### config.mk
export PLATFORM = sky130hd
export DESIGN_NAME = mem_loader
export DESIGN_NICKNAME = d
export VERILOG_FILES = /design/src/rtl/mem_loader_pkg.sv /design/src/rtl/mem_loader.sv
export SDC_FILE = /design/constraint.sdc
export NUM_CORES = 1
export LEC_CHECK = 0
export BUFFER_PORTS_ARGS = -buffer_cell sky130_fd_sc_hd__clkbuf_2
export CAP_MARGIN = 20
export CORE_ASPECT_RATIO = 1.25
export CORE_UTILIZATION = 40
export CTS_CLUSTER_SIZE = 20
export DETAILED_ROUTE_END_ITERATION = 8
export GPL_TIMING_DRIVEN = 0
export PLACE_DENSITY = 0.65
export SYNTH_ARGS = -nofsm -noshare
export SYNTH_HDL_FRONTEND = slang
export SYNTH_SLANG_ARGS = --single-unit
export TNS_END_PERCENT = 20
### constraint.sdc
create_clock -name clk -period 1.6 [get_ports clk]
set_input_delay 0.4 -clock clk [delete_from_list [all_inputs] [get_ports clk]]
set_output_delay 0.4 -clock clk [all_outputs]
set_load 0.05 [all_outputs]
### src/rtl/mem_loader_pkg.sv
// Shared types and header field layout for the memory loader.
// Optional checksum trailer is enabled by defining MEM_LOADER_CHECKSUM_EN.
package mem_loader_pkg;

  localparam logic [31:0] MAGIC_DEFAULT = 32'hB007_10AD;

  localparam int unsigned TGT_BIT  = 31;
  localparam int unsigned LAST_BIT = 30;
  localparam int unsigned COUNT_W  = 16;

  localparam logic TGT_IMEM = 1'b0;
  localparam logic TGT_DMEM = 1'b1;

  typedef enum logic [2:0] {
    IDLE,
    HDR_ADDR,
    HDR_LEN,
    PAYLOAD,
`ifdef MEM_LOADER_CHECKSUM_EN
    CHECK,
`endif
    ERROR,
    RUN
  } state_t;

  function automatic logic ready_in(state_t s);
    return (s == IDLE) || (s == HDR_ADDR) || (s == HDR_LEN) || (s == PAYLOAD)
`ifdef MEM_LOADER_CHECKSUM_EN
        || (s == CHECK)
`endif
        ;
  endfunction

  function automatic logic busy_in(state_t s);
    return (s == HDR_ADDR) || (s == HDR_LEN) || (s == PAYLOAD)
`ifdef MEM_LOADER_CHECKSUM_EN
        || (s == CHECK)
`endif
        ;
  endfunction

endpackage

### src/rtl/mem_loader.sv
// Streams framed words into the instruction or data memory init port, then releases the CPU reset.
// Define MEM_LOADER_CHECKSUM_EN to require a trailing 32-bit payload sum per frame.
module mem_loader
  import mem_loader_pkg::*;
#(
  parameter int unsigned ADDR_W = 15,
  parameter logic [31:0] MAGIC  = MAGIC_DEFAULT
) (
  input  logic              clk,
  input  logic              reset,
  input  logic [31:0]       s_data,
  input  logic              s_valid,
  output logic              s_ready,
  output logic [ADDR_W-1:0] imem_addr,
  output logic [31:0]       imem_din,
  output logic              imem_en,
  output logic [3:0]        imem_we,
  output logic [ADDR_W-1:0] dmem_addr,
  output logic [31:0]       dmem_din,
  output logic              dmem_en,
  output logic [3:0]        dmem_we,
  output logic              cpu_reset_o,
  output logic              busy_o,
  output logic              done_o,
  output logic              error_o
);

  state_t              state, nxt;
  logic                tgt, last;
  logic [ADDR_W-1:0]   ptr;
  logic [COUNT_W-1:0]  left;
  logic                acc, frame_end;
`ifdef MEM_LOADER_CHECKSUM_EN
  logic [31:0]         sum;
`endif

  always_comb begin
    acc       = s_valid && s_ready;
    nxt       = state;
    frame_end = 1'b0;
    case (state)
      IDLE:     if (acc) nxt = (s_data == MAGIC) ? HDR_ADDR : ERROR;
      HDR_ADDR: if (acc) nxt = HDR_LEN;
      HDR_LEN: begin
        if (acc) begin
          if (s_data[COUNT_W-1:0] != '0) begin
            nxt = PAYLOAD;
          end else begin
`ifdef MEM_LOADER_CHECKSUM_EN
            nxt = CHECK;
`else
            frame_end = 1'b1;
`endif
          end
        end
      end
      PAYLOAD: begin
        if (acc && left == COUNT_W'(1)) begin
`ifdef MEM_LOADER_CHECKSUM_EN
          nxt = CHECK;
`else
          frame_end = 1'b1;
`endif
        end
      end
`ifdef MEM_LOADER_CHECKSUM_EN
      CHECK: begin
        if (acc) begin
          if (s_data == sum) frame_end = 1'b1;
          else               nxt = ERROR;
        end
      end
`endif
      default: ;
    endcase
    if (frame_end) nxt = last ? RUN : IDLE;
  end

  // Status outputs are registered from the next state so they line up with the state they describe.
  always_ff @(posedge clk or negedge reset) begin
    if (!reset) begin
      state       <= IDLE;
      s_ready     <= 1'b0;
      cpu_reset_o <= 1'b1;
      busy_o      <= 1'b0;
      done_o      <= 1'b0;
      error_o     <= 1'b0;
      tgt         <= TGT_IMEM;
      last        <= 1'b0;
      ptr         <= '0;
      left        <= '0;
`ifdef MEM_LOADER_CHECKSUM_EN
      sum         <= '0;
`endif
      imem_en     <= 1'b0;
      imem_we     <= '0;
      imem_addr   <= '0;
      imem_din    <= '0;
      dmem_en     <= 1'b0;
      dmem_we     <= '0;
      dmem_addr   <= '0;
      dmem_din    <= '0;
    end else begin
      state       <= nxt;
      s_ready     <= ready_in(nxt);
      busy_o      <= busy_in(nxt);
      error_o     <= (nxt == ERROR);
      cpu_reset_o <= (nxt != RUN);
      done_o      <= frame_end;
      imem_en     <= 1'b0;
      imem_we     <= '0;
      imem_addr   <= '0;
      imem_din    <= '0;
      dmem_en     <= 1'b0;
      dmem_we     <= '0;
      dmem_addr   <= '0;
      dmem_din    <= '0;
      if (acc) begin
        case (state)
          HDR_ADDR: begin
            tgt  <= s_data[TGT_BIT];
            last <= s_data[LAST_BIT];
            ptr  <= s_data[ADDR_W-1:0];
          end
          HDR_LEN: begin
            left <= s_data[COUNT_W-1:0];
`ifdef MEM_LOADER_CHECKSUM_EN
            sum  <= '0;
`endif
          end
          PAYLOAD: begin
            left <= left - 1'b1;
            ptr  <= ptr + 1'b1;
`ifdef MEM_LOADER_CHECKSUM_EN
            sum  <= sum + s_data;
`endif
            if (tgt == TGT_DMEM) begin
              dmem_en   <= 1'b1;
              dmem_we   <= '1;
              dmem_addr <= ptr;
              dmem_din  <= s_data;
            end else begin
              imem_en   <= 1'b1;
              imem_we   <= '1;
              imem_addr <= ptr;
              imem_din  <= s_data;
            end
          end
          default: ;
        endcase
      end
    end
  end

endmodule

==> results of run 1 <==
-- timing repair --
item / CTS / global route
hold buffers: 1 / 0
setup buffers: 9 / 13
hold endpoints to repair: 47 / 0
pin swaps: 7 / 27
endpoints found under the setup margin: 140 / 97
gates resized for setup: 59 / 79
cloned: 2 / 0
-- power breakdown --
group / switching, mW / internal [mW] / total, mW
Clock: 1.43 / 2.52 / 3.95
Sequential: 0.563 / 3.91 / 4.48
Combinational: 1.38 / 0.844 / 2.22
-- worst paths after layout --
check / slack [ps] / to / cells past startpoint
min in group asynchronous: 500 / dmem_addr[2] / 2
setup / recovery: -160 / left[15] / 5
setup reg to reg: -160 / left[15] / 5
hold reg to reg: 540 / ptr[10] / 1
max in group asynchronous: 350 / left[0] / 3
hold / removal: 230 / imem_din[18] / 2
-- registers in the layout, summed over array words and instances (netlist names) --
signal / cells
error_o: 1
imem_we: 1
tgt: 1
done_o: 1
s_ready: 1
imem_addr: 15
imem_din: 32
state: 3
dmem_we: 1
dmem_addr: 15
left: 16
busy_o: 1
last: 1
dmem_din: 32
cpu_reset_o: 1
ptr: 15
-- layout by cell type (no fill, tap or decap), types with 4 or more instances in the layout --
| cell type | count |
|---|---|
| buf_6 | 10 |
| a2bb2oi_1 | 4 |
| o22ai_1 | 7 |
| clkbuf_8 | 5 |
| nor3_1 | 7 |
| buf_4 | 35 |
| clkbuf_16 | 17 |
| dfrtp_1 | 128 |
| a21oi_1 | 26 |
| a31oi_1 | 4 |
| inv_1 | 6 |
| and2_4 | 21 |
| clkbuf_4 | 5 |
| nand2_1 | 25 |
| nand3_1 | 9 |
| o21ai_0 | 15 |
| o22a_1 | 5 |
| nor4_1 | 4 |
| nor2_1 | 28 |
| dfrtp_2 | 8 |
| clkbuf_2 | 140 |
| o21ai_1 | 12 |
| and2_1 | 76 |
| clkinv_2 | 4 |
-- area by class of cell --
cell class	instances	area [um^2]	area share
Clock inverter	11	145.1	0.01865
Buffer	33	265.3	0.03409
Inverter	8	30.03	0.003859
Timing Repair Buffer	169	991.0	0.1274
Tap cell	175	219.0	0.02814
Clock buffer	20	456.7	0.05869
Multi-Input combinational cell	318	2235	0.2872
Sequential cell	137	3440	0.4420
-- layer usage --
metal	share of wire	wire (um)	vias up
met1	0.40	6147	2291
met3	0.056	860	33
met5	0	0	-
met4	0.034	524	0
li1	-	-	2086
met2	0.51	7809	207
-- worst max-delay path, cell delays in order, from the launching register on --
cell	delay, ps
dfrtp_2	440
nor4_4	370
nand4_4	170
nor4b_4	290
mux2i_1	280
a211oi_2	90
-- cell usage after synthesis (2+ instances only) --
master / count / share of area
o22ai_1: 7 / 0.0078
o21a_1: 2 / 0.0027
and2_1: 97 / 0.11
clkbuf_1: 21 / 0.014
o31a_1: 2 / 0.0031
nor3b_1: 2 / 0.0027
and3b_1: 2 / 0.0031
a22oi_1: 3 / 0.0040
a41oi_1: 2 / 0.0031
nand2_1: 27 / 0.018
buf_2: 5 / 0.0044
nand4_1: 3 / 0.0033
a2bb2oi_1: 4 / 0.0062
a221oi_1: 2 / 0.0031
or3_1: 2 / 0.0022
o21ai_0: 24 / 0.021
a31oi_1: 4 / 0.0044
inv_1: 8 / 0.0053
nor2_1: 29 / 0.019
buf_4: 9 / 0.012
a21oi_1: 28 / 0.025
nand3_1: 9 / 0.0080
a21boi_0: 2 / 0.0027
o41ai_1: 2 / 0.0031
nand2b_1: 3 / 0.0033
nor4_1: 6 / 0.0067
nor3_1: 10 / 0.0089
o21ai_1: 3 / 0.0027
dfrtp_1: 136 / 0.60
mux2_2: 2 / 0.0040
o22a_1: 5 / 0.0078
and3_1: 3 / 0.0033
ha_1: 3 / 0.0067
nor3_2: 2 / 0.0036
and4_1: 4 / 0.0062
nor4_2: 3 / 0.0067
-- metrics by stage --
step	hold WS (ps)	TNS, ps
after floorplan	104.4	-55.71
after detailed placement	375.2	-34920
after global routing	219.2	-2813
final	226.5	-1551
after CTS	212.9	-1592
after global placement	520.2	-298240
-- logic make-up after synthesis --
| kind of cell | share of synthesized area |
|---|---|
| AOI/OAI and AO/OA | 0.1126 |
| adders and majority gates | 0.006666 |
| buffers and inverters | 0.03577 |
| DFF | 0.6090 |
| muxes | 0.005776 |
| and+or+nand+nor | 0.2302 |
==> out/results.tsv, run 1 <==
metric	value	unit
setup_viol	15	
vias_per_cell	5.301	
preCtsSetupSlack	-512.7	ps
finalPower	10.65	mW
n_fill_cell	1170	
portBuffers	143	
io_pins	144	
drt_iter0_drc	282	
maxSlewViolCount	0	
overflow	0	
grt_pass1_vias	4412	
status	finished, violations left	
seq_area_frac_synth	0.6090	
post-route-min-period	1758	ps
worst_pin_slew	501.2	ps
grt-busiest-layer	met2	
diodes	0	
cts_buffers	17	
vias	4617	
path_clk_slew	60	ps
insertion_delay	410	ps
period_share	1.099	
hpwl	10.50	mm
synth_edf_count	0	
fin_area	0.007781	mm^2
finClkSkew	6.314	ps
met1_usage	0.2618	
max_slew_margin	0.6658	
antenna_found_initial	0	
dieHeight	134.7	um
gp_congestion	0.8962	
cts.sinks	137	
hold_viol	0	
dpl.cell_count	817	
drc	0	
grt_max_degree	90	
grt.met3_usage	0.04778	
root_buffer	clkbuf_16	
initial_utilization	0.4095	
yosysWarnings	0	
netlist_area	0.005632	mm^2
drive_gt1_frac	0.4310	
ys_seq_elements	137	
fp.coreArea	0.01375	mm^2
grt_setup_unrepaired	true	
die_w	108.1	um
dr.pass1.iters	5	
required	1880	ps
grt_pass1_wl	23.44	mm
violations	negative setup slack	
reg2reg_from	left[5]	
setup_ws	-157.8	ps
startpoint_type	register	
wire_per_inst	17.61	um
max_cap_viol_count	0	
synthArstFlopShare	1.000	
syn2layout_area_growth	38.17	%
critPathLaunch	left[5]	
synthFlopType	dfrtp_1	
max_freq	0.5689	GHz
fin_util	0.5658	
synth_cell_types	58	
syn-num-nets	536	
finalNetCount	722	
place_area	0.006641	mm^2
grtUsageMet2	0.3613	
power.density	1369	mW/mm^2
htreeDepth	4	
grt_usage	0.2140	
cts_buffer_depth	2	
layout.cells.non_filler	871	
num_rows	48	
syn_inst	498	
avgSynthCellArea	11.31	um^2
wirelength	15.34	mm
cts_tree	yes	
irDropWorstVdd	0.0005966	V
hold_path_startpoint	s_data[18]	
path_class	reg -> reg	
endpoint_kind	register	
fp.dieArea	0.01456	mm^2
ant_nets	0	
cp_max_fo	4	
arrival	2040	ps
p_leak	3.820	nW
hold_path_class	in -> reg	
(Power assumes the default switching activity.)
==> run 2, diff against run 1 <==
--- a/config.mk
+++ b/config.mk
@@ -9,10 +9,10 @@
 export CAP_MARGIN = 20
 export CORE_ASPECT_RATIO = 1.25
 export CORE_UTILIZATION = 40
+export CTS_BUF_LIST = sky130_fd_sc_hd__clkbuf_2 sky130_fd_sc_hd__clkbuf_4 sky130_fd_sc_hd__clkbuf_8
 export CTS_CLUSTER_SIZE = 20
 export DETAILED_ROUTE_END_ITERATION = 8
 export GPL_TIMING_DRIVEN = 0
-export PLACE_DENSITY = 0.65
 export SYNTH_ARGS = -nofsm -noshare
 export SYNTH_HDL_FRONTEND = slang
 export SYNTH_SLANG_ARGS = --single-unit
==> constraint.sdc (replaced) <==
create_clock -name clk -period 2.2 [get_ports clk]
set_input_delay 0.55 -clock clk [delete_from_list [all_inputs] [get_ports clk]]
set_output_delay 0.55 -clock clk [all_outputs]
set_load 0.05 [all_outputs]
==> run 2 against run 1 <==
Against the previous run: the run now ends clean; non-clock buffer count decreased by 23; worst setup slack improved by 320 ps; clock power decreased by 50%; sequential cell count unchanged; wire length decreased by 5.0%; global-route usage decreased by 0.43 points; largest cell class unchanged; sequential power decreased by 28%; combinational power decreased by 39%; count of clock-buffer cells in the layout decreased by 2; fmax decreased by 14%; final cell count decreased by 2.8%; critical path depth increased by 2.
==> out/results.tsv, run 2 (same netlist as run 1, synthesis figures left out) <==
metric	value	unit	change
rrSetupSlack	160	ps	+320 ps
arrival	2350	ps	+310 ps
regArea	0.003430	mm^2	-0.29%
finClkSkew	11.32	ps	+5.005 ps
cts_tree	yes		
num_rows	48		unchanged
dieHeight	134.7	um	unchanged
p_leak	3.448	nW	-9.7%
fin_tns_setup	0	ps	+1551 ps
period_share	0.9265		-0.1721
fin_util	0.5082		-0.05759
fp.coreArea	0.01375	mm^2	unchanged
grtUsageMet2	0.3461		-0.01522
max_slew_margin	0.5834		-0.08243
max_freq	0.4906	GHz	-14%
worst_pin_slew	621.5	ps	+120.3 ps
irDropWorstVdd	0.0004917	V	-18%
setup_ws	161.7	ps	+319.5 ps
power.density	934.3	mW/mm^2	-32%
preCtsSetupSlack	-143.0	ps	+369.7 ps
overflow	0		unchanged
root_buffer	clkbuf_8		
finalPower	6.530	mW	-39%
dr.pass1.iters	4		-1
cts.sinks	137		unchanged
htreeDepth	4		unchanged
cts_buffers	17		unchanged
insertion_delay	450	ps	+40 ps
met1_usage	0.2557		-0.006133
drive_gt1_frac	0.3051		-0.1260
vias_per_cell	5.183		-2.2%
grt_pass1_vias	4326		-1.9%
cts_buffer_depth	2		unchanged
drt_iter0_drc	310		+9.9%
diodes	0		unchanged
gp_congestion	0.8756		-2.3%
antenna_found_initial	0		unchanged
wire_per_inst	17.21	um	-2.3%
required	2510	ps	+630 ps
path_class	reg -> reg		
hold_viol	0		unchanged
post-route-min-period	2038	ps	+280.5 ps
io_pins	144		unchanged
critPathLaunch	left[0]		
grt_pass1_wl	22.74	mm	-3.0%
endpoint_kind	register		
portBuffers	143		unchanged
reg2reg_from	left[0]		
hold_buffers	0		-1
initial_utilization	0.4095		unchanged
startpoint_type	register		
ant_nets	0		unchanged
n_fill_cell	1259		+7.6%
vias	4390		-4.9%
grt_usage	0.2097		-0.004346
reg.largest.list	dmem_din (32), imem_din (32), left (16)		
hpwl	10.46	mm	-0.32%
path_clk_slew	70	ps	about the same
hold_path_class	in -> async		
syn2layout_area_growth	24.11	%	
grt_setup_unrepaired	false		
maxSlewViolCount	0		unchanged
final_cell_mix	clkbuf_2, dfrtp_1, and2_1		
setup_viol	0		-15
fp.dieArea	0.01456	mm^2	unchanged
wirelength	14.58	mm	-5.0%
finalNetCount	699		-3.2%
grt_max_degree	96		+6.7%
grt.met3_usage	0.04585		-0.001931
drc	0		unchanged
grt-busiest-layer	met2		
cp_max_fo	6		+2
max_cap_viol_count	0		unchanged
die_w	108.1	um	unchanged
final_common_cell	clkbuf_2		
multi_input_area	0.002012	mm^2	-10%
status	complete, no violations		
==> run 2: changes by cell type in the layout (fill, tap and decap cells not counted), moves of 5 or more <==
cell       change
and2_1        +21
clkbuf_4       -5
dfrtp_2        -8
clkbuf_16     -17
o21ai_1        -9
buf_6         -10
clkbuf_1      +18
buf_4         -26
o21ai_0        +9
and2_4        -21
clkbuf_8      +14
dfrtp_1        +8
==> run 2: layout make-up <==
cell class | count | share of cell area
sequential | 137 | 0.4907
timing repair buffer | 144 | 0.1076
clock buffer | 18 | 0.03545
buffer | 35 | 0.02470
clock inverter | 12 | 0.01808
inverter | 8 | 0.004296
multi-input combinational | 318 | 0.2879
tap | 175 | 0.03133
==> run 2: path summary, 6_finish.rpt <==
| check | endpoint | depth (start not counted) |
|---|---|---|
| max in group asynchronous | left[10] | 2 |
| setup reg to reg | left[14] | 7 |
| hold / removal | dmem_addr[2] | 1 |
| min in group clk | dmem_din[20] | 2 |
| setup / recovery | left[14] | 7 |
| hold reg to reg | imem_addr[6] | 1 |
==> run 2: power by group <==
group	internal [mW]	switching [mW]
Clock	1.02	0.951
Combinational	0.446	0.904
Sequential	2.83	0.379
==> run 2: stage by stage <==
stage	cells	cell area (um^2)	hold slack (ps)
4_1_cts	847	6977	17.10
6_report	847	6989	25.56
3_5_place_dp	817	6603	503.7
5_1_grt	847	6989	26.30
2_1_floorplan	498	5632	254.4
3_3_place_gp	816	6566	519.3
==> run 2: timing repair <==
action,4_1_cts,5_1_grt
setup endpoints to repair,0,28
gates resized for setup,0,4
setup buffers,0,0
==> run 2: routing by layer <==
layer	vias to the layer above	share of wire	wire [um]
met4	0	0.032	473
met5	-	0	0
met3	39	0.062	903
li1	2044	-	-
met1	2143	0.42	6182
met2	164	0.48	7017
==> run 2: worst max-delay path: stages (launching register included) <==
cell and delay [ps]:
dfrtp_1 440, inv_1 100, ha_1 210, nor3b_1 330
nand2_1 160, a221o_1 420, o21ai_0 170, o21ai_1 80
